## src/rtl/prog_loader_arbiter.sv

```systemverilog
// prog_loader_arbiter
// Shares the program RAM between the CPU control sequencer and an external
// byte-stream loader. In RUN the control word passes straight through; in
// LOAD the CPU is held in reset while this block drives the bus and the
// MAR/MDR/RAM write strobes for each streamed byte.
// Optional build macro: LOADER_CHECKSUM_EN (running modulo-256 byte sum).
//
// state | meaning
// ------+---------------------------------------------------------------
// RUN   | CPU owns the datapath, ctrl_out follows cpu_ctrl
// HOLD  | CPU held in reset, load address cleared
// WAIT  | ready for a loader byte, exit evaluated here
// ADDR  | bus carries load address, MAR load strobe
// DATA  | bus carries captured byte, MDR load strobe
// WRITE | RAM write strobe, address advances
// DONE  | one-cycle completion pulse, CPU released on the next cycle
module prog_loader_arbiter #(
  parameter int ADDR_W    = 4,
  parameter int RAM_BYTES = 16
) (
  input  logic              clk,
  input  logic              rst_n,
  input  logic              load_req,
  input  logic              wr_valid,
  input  logic [7:0]        wr_data,
  output logic              wr_ready,
  input  logic [14:0]       cpu_ctrl,
  output logic [14:0]       ctrl_out,
  output logic [7:0]        bus_out,
  output logic              bus_oe,
  output logic              cpu_rst_n,
  output logic [ADDR_W-1:0] load_addr,
  output logic              load_done,
  output logic [7:0]        checksum
);

  // All active-low controls high, all active-high controls low.
  localparam logic [14:0] IDLE_WORD  = 15'h0FE3;
  localparam logic [14:0] MASK_NLMA  = 15'h0800;
  localparam logic [14:0] MASK_NLMD  = 15'h0400;
  localparam logic [14:0] MASK_NLR   = 15'h0100;
  localparam logic [14:0] CTRL_ADDR  = IDLE_WORD & ~MASK_NLMA;
  localparam logic [14:0] CTRL_DATA  = IDLE_WORD & ~MASK_NLMD;
  localparam logic [14:0] CTRL_WRITE = IDLE_WORD & ~MASK_NLR;

  typedef enum logic [2:0] {
    S_RUN,
    S_HOLD,
    S_WAIT,
    S_ADDR,
    S_DATA,
    S_WRITE,
    S_DONE
  } state_t;

  state_t      state;
  state_t      state_nxt;
  logic [7:0]  byte_q;
  logic [14:0] ctrl_q;
  logic        last_addr;
  logic        xfer;

  assign last_addr = (load_addr == ADDR_W'(RAM_BYTES - 1));
  // wr_ready is only ever high in WAIT, so this is the WAIT-state handshake.
  assign xfer      = wr_valid && wr_ready;

  // In RUN the CPU word must reach the datapath in the same cycle.
  assign ctrl_out = (state == S_RUN) ? cpu_ctrl : ctrl_q;

  // Next-state decode; a byte accepted in WAIT always beats a falling request.
  always_comb begin
    state_nxt = state;
    case (state)
      S_RUN:   state_nxt = load_req ? S_HOLD : S_RUN;
      S_HOLD:  state_nxt = S_WAIT;
      S_WAIT: begin
        if (xfer)           state_nxt = S_ADDR;
        else if (!load_req) state_nxt = S_DONE;
        else                state_nxt = S_WAIT;
      end
      S_ADDR:  state_nxt = S_DATA;
      S_DATA:  state_nxt = S_WRITE;
      S_WRITE: state_nxt = last_addr ? S_DONE : S_WAIT;
      S_DONE:  state_nxt = S_RUN;
      default: state_nxt = S_RUN;
    endcase
  end

  // State register; every output is registered from the upcoming state.
  always_ff @(posedge clk or negedge rst_n) begin
    if (!rst_n) begin
      state     <= S_RUN;
      load_addr <= '0;
      wr_ready  <= 1'b0;
      bus_oe    <= 1'b0;
      bus_out   <= 8'h00;
      load_done <= 1'b0;
      cpu_rst_n <= 1'b1;
      ctrl_q    <= IDLE_WORD;
      byte_q    <= 8'h00;
    end else begin
      state     <= state_nxt;
      wr_ready  <= (state_nxt == S_WAIT);
      load_done <= (state_nxt == S_DONE);
      cpu_rst_n <= (state_nxt == S_RUN);
      bus_oe    <= (state_nxt == S_ADDR) || (state_nxt == S_DATA);

      if (xfer) byte_q <= wr_data;

      if (state_nxt == S_HOLD)
        load_addr <= '0;
      else if (state == S_WRITE)
        load_addr <= last_addr ? '0 : load_addr + 1'b1;

      case (state_nxt)
        S_ADDR: begin
          bus_out <= 8'(load_addr);
          ctrl_q  <= CTRL_ADDR;
        end
        S_DATA: begin
          bus_out <= byte_q;
          ctrl_q  <= CTRL_DATA;
        end
        S_WRITE: begin
          bus_out <= 8'h00;
          ctrl_q  <= CTRL_WRITE;
        end
        default: begin
          bus_out <= 8'h00;
          ctrl_q  <= IDLE_WORD;
        end
      endcase
    end
  end

`ifdef LOADER_CHECKSUM_EN
  logic [7:0] sum_q;

  // Running modulo-256 sum of bytes written since the last HOLD.
  always_ff @(posedge clk or negedge rst_n) begin
    if (!rst_n)
      sum_q <= 8'h00;
    else if (state_nxt == S_HOLD)
      sum_q <= 8'h00;
    else if (state == S_WRITE)
      sum_q <= sum_q + byte_q;
  end

  assign checksum = sum_q;
`else
  assign checksum = 8'h00;
`endif

endmodule

```

## config.mk

```make
export PLATFORM = sky130hd
export DESIGN_NAME = prog_loader_arbiter
export DESIGN_NICKNAME = d
export VERILOG_FILES = /design/src/rtl/prog_loader_arbiter.sv
export SDC_FILE = /design/constraint.sdc
export NUM_CORES = 1
export LEC_CHECK = 0
export CORE_ASPECT_RATIO = 0.5
export CORE_MARGIN = 5
export CORE_UTILIZATION = 44
export DETAILED_ROUTE_END_ITERATION = 10
export PLACE_DENSITY = 0.86
export SKIP_CTS_REPAIR_TIMING = 1
export SLEW_MARGIN = 30
export SYNTH_ARGS = -nofsm -noshare
export SYNTH_HDL_FRONTEND = slang
export SYNTH_SLANG_ARGS = --single-unit
```

## constraint.sdc

```tcl
create_clock -name clk -period 3.1 [get_ports clk]
set_clock_uncertainty 0.15 [all_clocks]
set_input_delay 0.62 -clock clk [delete_from_list [all_inputs] [get_ports clk]]
set_output_delay 0.62 -clock clk [all_outputs]
set_load 0.02 [all_outputs]
```

=== After elaboration in Yosys (flattened, before gate mapping) ===
Cells that the tools add are included.

* Add/sub/neg operators: 1
* Multipliers: 0
* Divide/modulo/power cells: 0
* Order comparisons: 0
* Eq/ne operators: 12
* Shift-type cells: 0
* Muxes and demuxes: 11
* Bitwise logic cells: 0
* Reduce and logical (&&, ||, !) cells: 5

{| class="wikitable"
|+ Operator list
! operator !! count
|-
| one-hot mux 12 bit (3 select lines) || 1
|-
| one-hot mux 3 bit (6 select lines) || 1
|-
| one-hot mux 8 bit (2 select lines) || 1
|-
| == test 3 bit (second input constant) || 5
|-
| 2-to-1 mux 15 bit || 1
|-
| == test 3 x 2 -> 1 bit (second input constant) || 4
|-
| 2-to-1 mux 4 bit || 3
|-
| 2-to-1 mux 3 bit || 3
|-
| == test 3 x 1 -> 1 bit (second input constant) || 2
|-
| logical NOT 3 bit || 2
|-
| adder 4 x 1 -> 4 bit (second input constant) || 1
|-
| == test 4 bit (second input constant) || 1
|-
| nonzero test 2 bit || 1
|-
| logical AND 1 bit || 1
|-
| logical OR 1 bit || 1
|-
| 2-to-1 mux 1 bit || 1
|}

* Register bits: 42
* Bits in latches: 0
* RAM bits: 0
* Memory bits (read-only): 0
* Input bits: 27
* Output and inout bits: 39
* Logic and storage cells: 38
* Memories kept: 0

=== Depth between registers and ports, before layout ===
* Depth in word-level cells: 5
* Mapped depth: 6
* Depth with buffers taken out: 5

=== Least setup slack after synthesis ===
Ideal clock, no wire load.

* Path type: register to output
* Start point: register state[2]
* End point: output ctrl_out[12]
* Data arrival time: 1.140 ns
* Data required time: 2.330 ns
* Setup slack: 1.190 ns
* Stages on the path, launching flop included: 4
* Path buffers: 1
* Cells stage by stage: dfrtp_1 nor3_4 buf_2 and2_1

* Longest elaborated chain between the ends: 2

{| class="wikitable"
|+ RTL lines
! what !! RTL line !! source
|-
| start, declared || 56 || <nowiki>state_t state;</nowiki>
|-
| start signal, assigned || 102 || <nowiki>state <= state_nxt;</nowiki>
|-
| logical NOT 3 bit || 68 || <nowiki>assign ctrl_out = (state == S_RUN) ? cpu_ctrl : ctrl_q;</nowiki>
|-
| 2-to-1 mux 15 bit || 68 ||
|-
| end, declared || 28 || <nowiki>output logic [14:0] ctrl_out,</nowiki>
|}

Every way passes these cells.

=== Worst setup path in the final report ===
* Start point: register state[2]
* End point: output ctrl_out[8]

The elaborated chain is that of the path after synthesis.

==> impl_metrics.ini <==
[detailed_routing]
drcViolationCount = 0
vias_per_cell = 4.90
wl_um = 3220
firstDrtPassIters = 4
ant_nets = 0
route.vias.total = 1108
drt_iter0_markers = 94
wire_per_inst_um = 14.2

[power_and_ir_drop]
power_switching_w = 0.000676
clkPwrFrac = 0.197
combPwrFrac = 0.453
total_power_w = 0.00185
seqPwrFrac = 0.350
ir_drop_mv = 0.439
cellPowerDensity_mw_per_mm2 = 882
swShare = 0.366
p_int_w = 0.00117
p_leak_nw = 0.934

[synthesis]
synth.cell_area_mm2 = 0.00141
yosys_warnings = 0
synth_seq_area_share = 0.535
synth_largest_area_cell = dfrtp_1
yosys.cell_count.top_type = dfrtp_1
postSynthCellCount = 124
avgSynthCellArea_um2 = 11.4
ys_ff_latch = 30
synth.top_cell.area_share = 0.461
synthTopCellsByArea = dfrtp_1 (46%), mux2_2 (8.8%), dfstp_2 (7.4%)
yosysUniqueCellTypes = 34
synth_edf_count = 0
ys.flop_type = dfrtp_1
ys_async_sr_fraction = 1.00
yosys-top-cells-count = dfrtp_1 (26), mux2_2 (11), buf_4 (9), nor2_1 (8), nand2b_1 (7)

[worst_hold_path]
hp-class = reg -> reg

[floorplanning]
rows = 14
start_util = 0.466
die_area_mm2 = 0.00451
die_h_um = 50.1
core_mm2 = 0.00303
pin_count = 66
die_x_um = 90.1

[global_routing]
antenna_found_initial = 0
grt_pass1_wl_um = 5240
grt_max_degree = 31
track_usage = 0.147
grt_pass1_vias = 1085
gr-total-overflow = 0

[timing]
setup-violations-final = 0
max_freq_mhz = 339
period_minus_slack_ps = 2950
period_share = 0.953
slew_viol_final = 0
rsz0062_at_grt = no
setup_tns_ps = 0
hold_viol = 0

[cells_and_area]
final_area_mm2 = 0.00209
area_growth_pct = 48.4
antenna_cells = 0
regArea_um2 = 756
fin_nets = 213
final_core_util = 0.691
multiInputGateArea_um2 = 582
drive_gt1_frac = 0.183
fillers = 214

[clocking]
cts_tree = built
clockBufferDepth = 2
cts.sinks = 30
clk_transition_reported_paths_ps = 60
cts_root_buf = clkbuf_8
cts_buffers = 5
h-tree-depth = 2
clkLatencyLatePin_ps = 280

[placement]
place_area_mm2 = 0.00198
place.detailed.hpwl_um = 2530
numPortBuffers = 57
gp_congestion = 0.837

[worst_setup_path]
cp-end-kind = output pin
startpoint_type = flip-flop
cp.required_ps = 2330
path_class = reg -> out
crit_arrival_ps = 2180
crit_fanout = 13

[status]
status = completed

[job]
cap_violations = 0
[state kept, by name, indices dropped and copies added (netlist names)]
register,count
state,3
cpu_rst_n,1
wr_ready,1
load_done,1
bus_out,8
byte_q,8
ctrl_q,3
load_addr,4
bus_oe,1
[logic make-up (layout without fill, tap and decap cells)]
group	count (synthesis)	after routing	share of synthesized area
flops	30	30	0.535
simple gates	44	44	0.194
buf+inv	15	70	0.0709
other cells	1	8	0.00266
compound gates	22	22	0.100
mux	11	11	0.0878
fa+ha+maj	1	1	0.00886
[metal layers]
metal	vias to the layer above	GRT usage	part of all wire
met5	-	0	0
li1	533	-	-
met1	520	0.168	0.41
met3	9	0.0350	0.068
met2	46	0.256	0.50
met4	0	0.0842	0.022
[power by group through the flow]
stage,sequential (W),combinational (W),clock [W]
2_1_floorplan,0.000660,0.000494,0
3_3_place_gp,0.000641,0.000819,0
3_5_place_dp,0.000653,0.000847,0
4_1_cts,0.000645,0.000850,0.000369
5_1_grt,0.000665,0.000900,0.000385
6_report,0.000646,0.000838,0.000363
[stage by stage]
step | setup WS [ps] | hold slack [ps] | cells
floorplan | 1190 | 174 | 131
finish | 147 | 342 | 226
CTS | 119 | 343 | 226
detailed placement | 431 | 330 | 218
global placement | 488 | 331 | 218
global route | 17.7 | 361 | 226
[critical path, cell delays in order, from the launching register on]
cell and delay, ps:
dfrtp_1 520, nor3_4 450, mux2_2 380, clkdlybuf4s50_1 540
[final timing paths]
check                        startpoint      endpoint  slack (ps)  depth (start not counted)
max                            state[2]   ctrl_out[8]         150                          3
min                           byte_q[0]    bus_out[0]         340                          1
min reg2reg                   byte_q[0]    bus_out[0]         340                          1
min in group asynchronous         rst_n  load_addr[2]         570                          2
max in group asynchronous         rst_n    ctrl_q[10]        1920                          2
max reg2reg                load_addr[0]     load_done        1500                          4
[cell usage in the layout (no fill, tap or decap), drive strengths merged, types with 5 or more instances in the layout]
cell type       n
clkbuf          8
mux2           11
a22o            5
clkdlybuf4s50  57
and3            5
conb            8
and2            7
a21oi           5
nand2b          7
o21ai           6
dfrtp          26
nor2            9
nand2           8
[final cells by class]
type,instances,share of cell area
clock buffers,8,0.0526
flip-flops and latches,30,0.361
multi-input cells,86,0.278
inverters,3,0.00538
well taps,40,0.0239
repair buffers,59,0.280
Note: power is estimated with default switching activity, not from simulation.
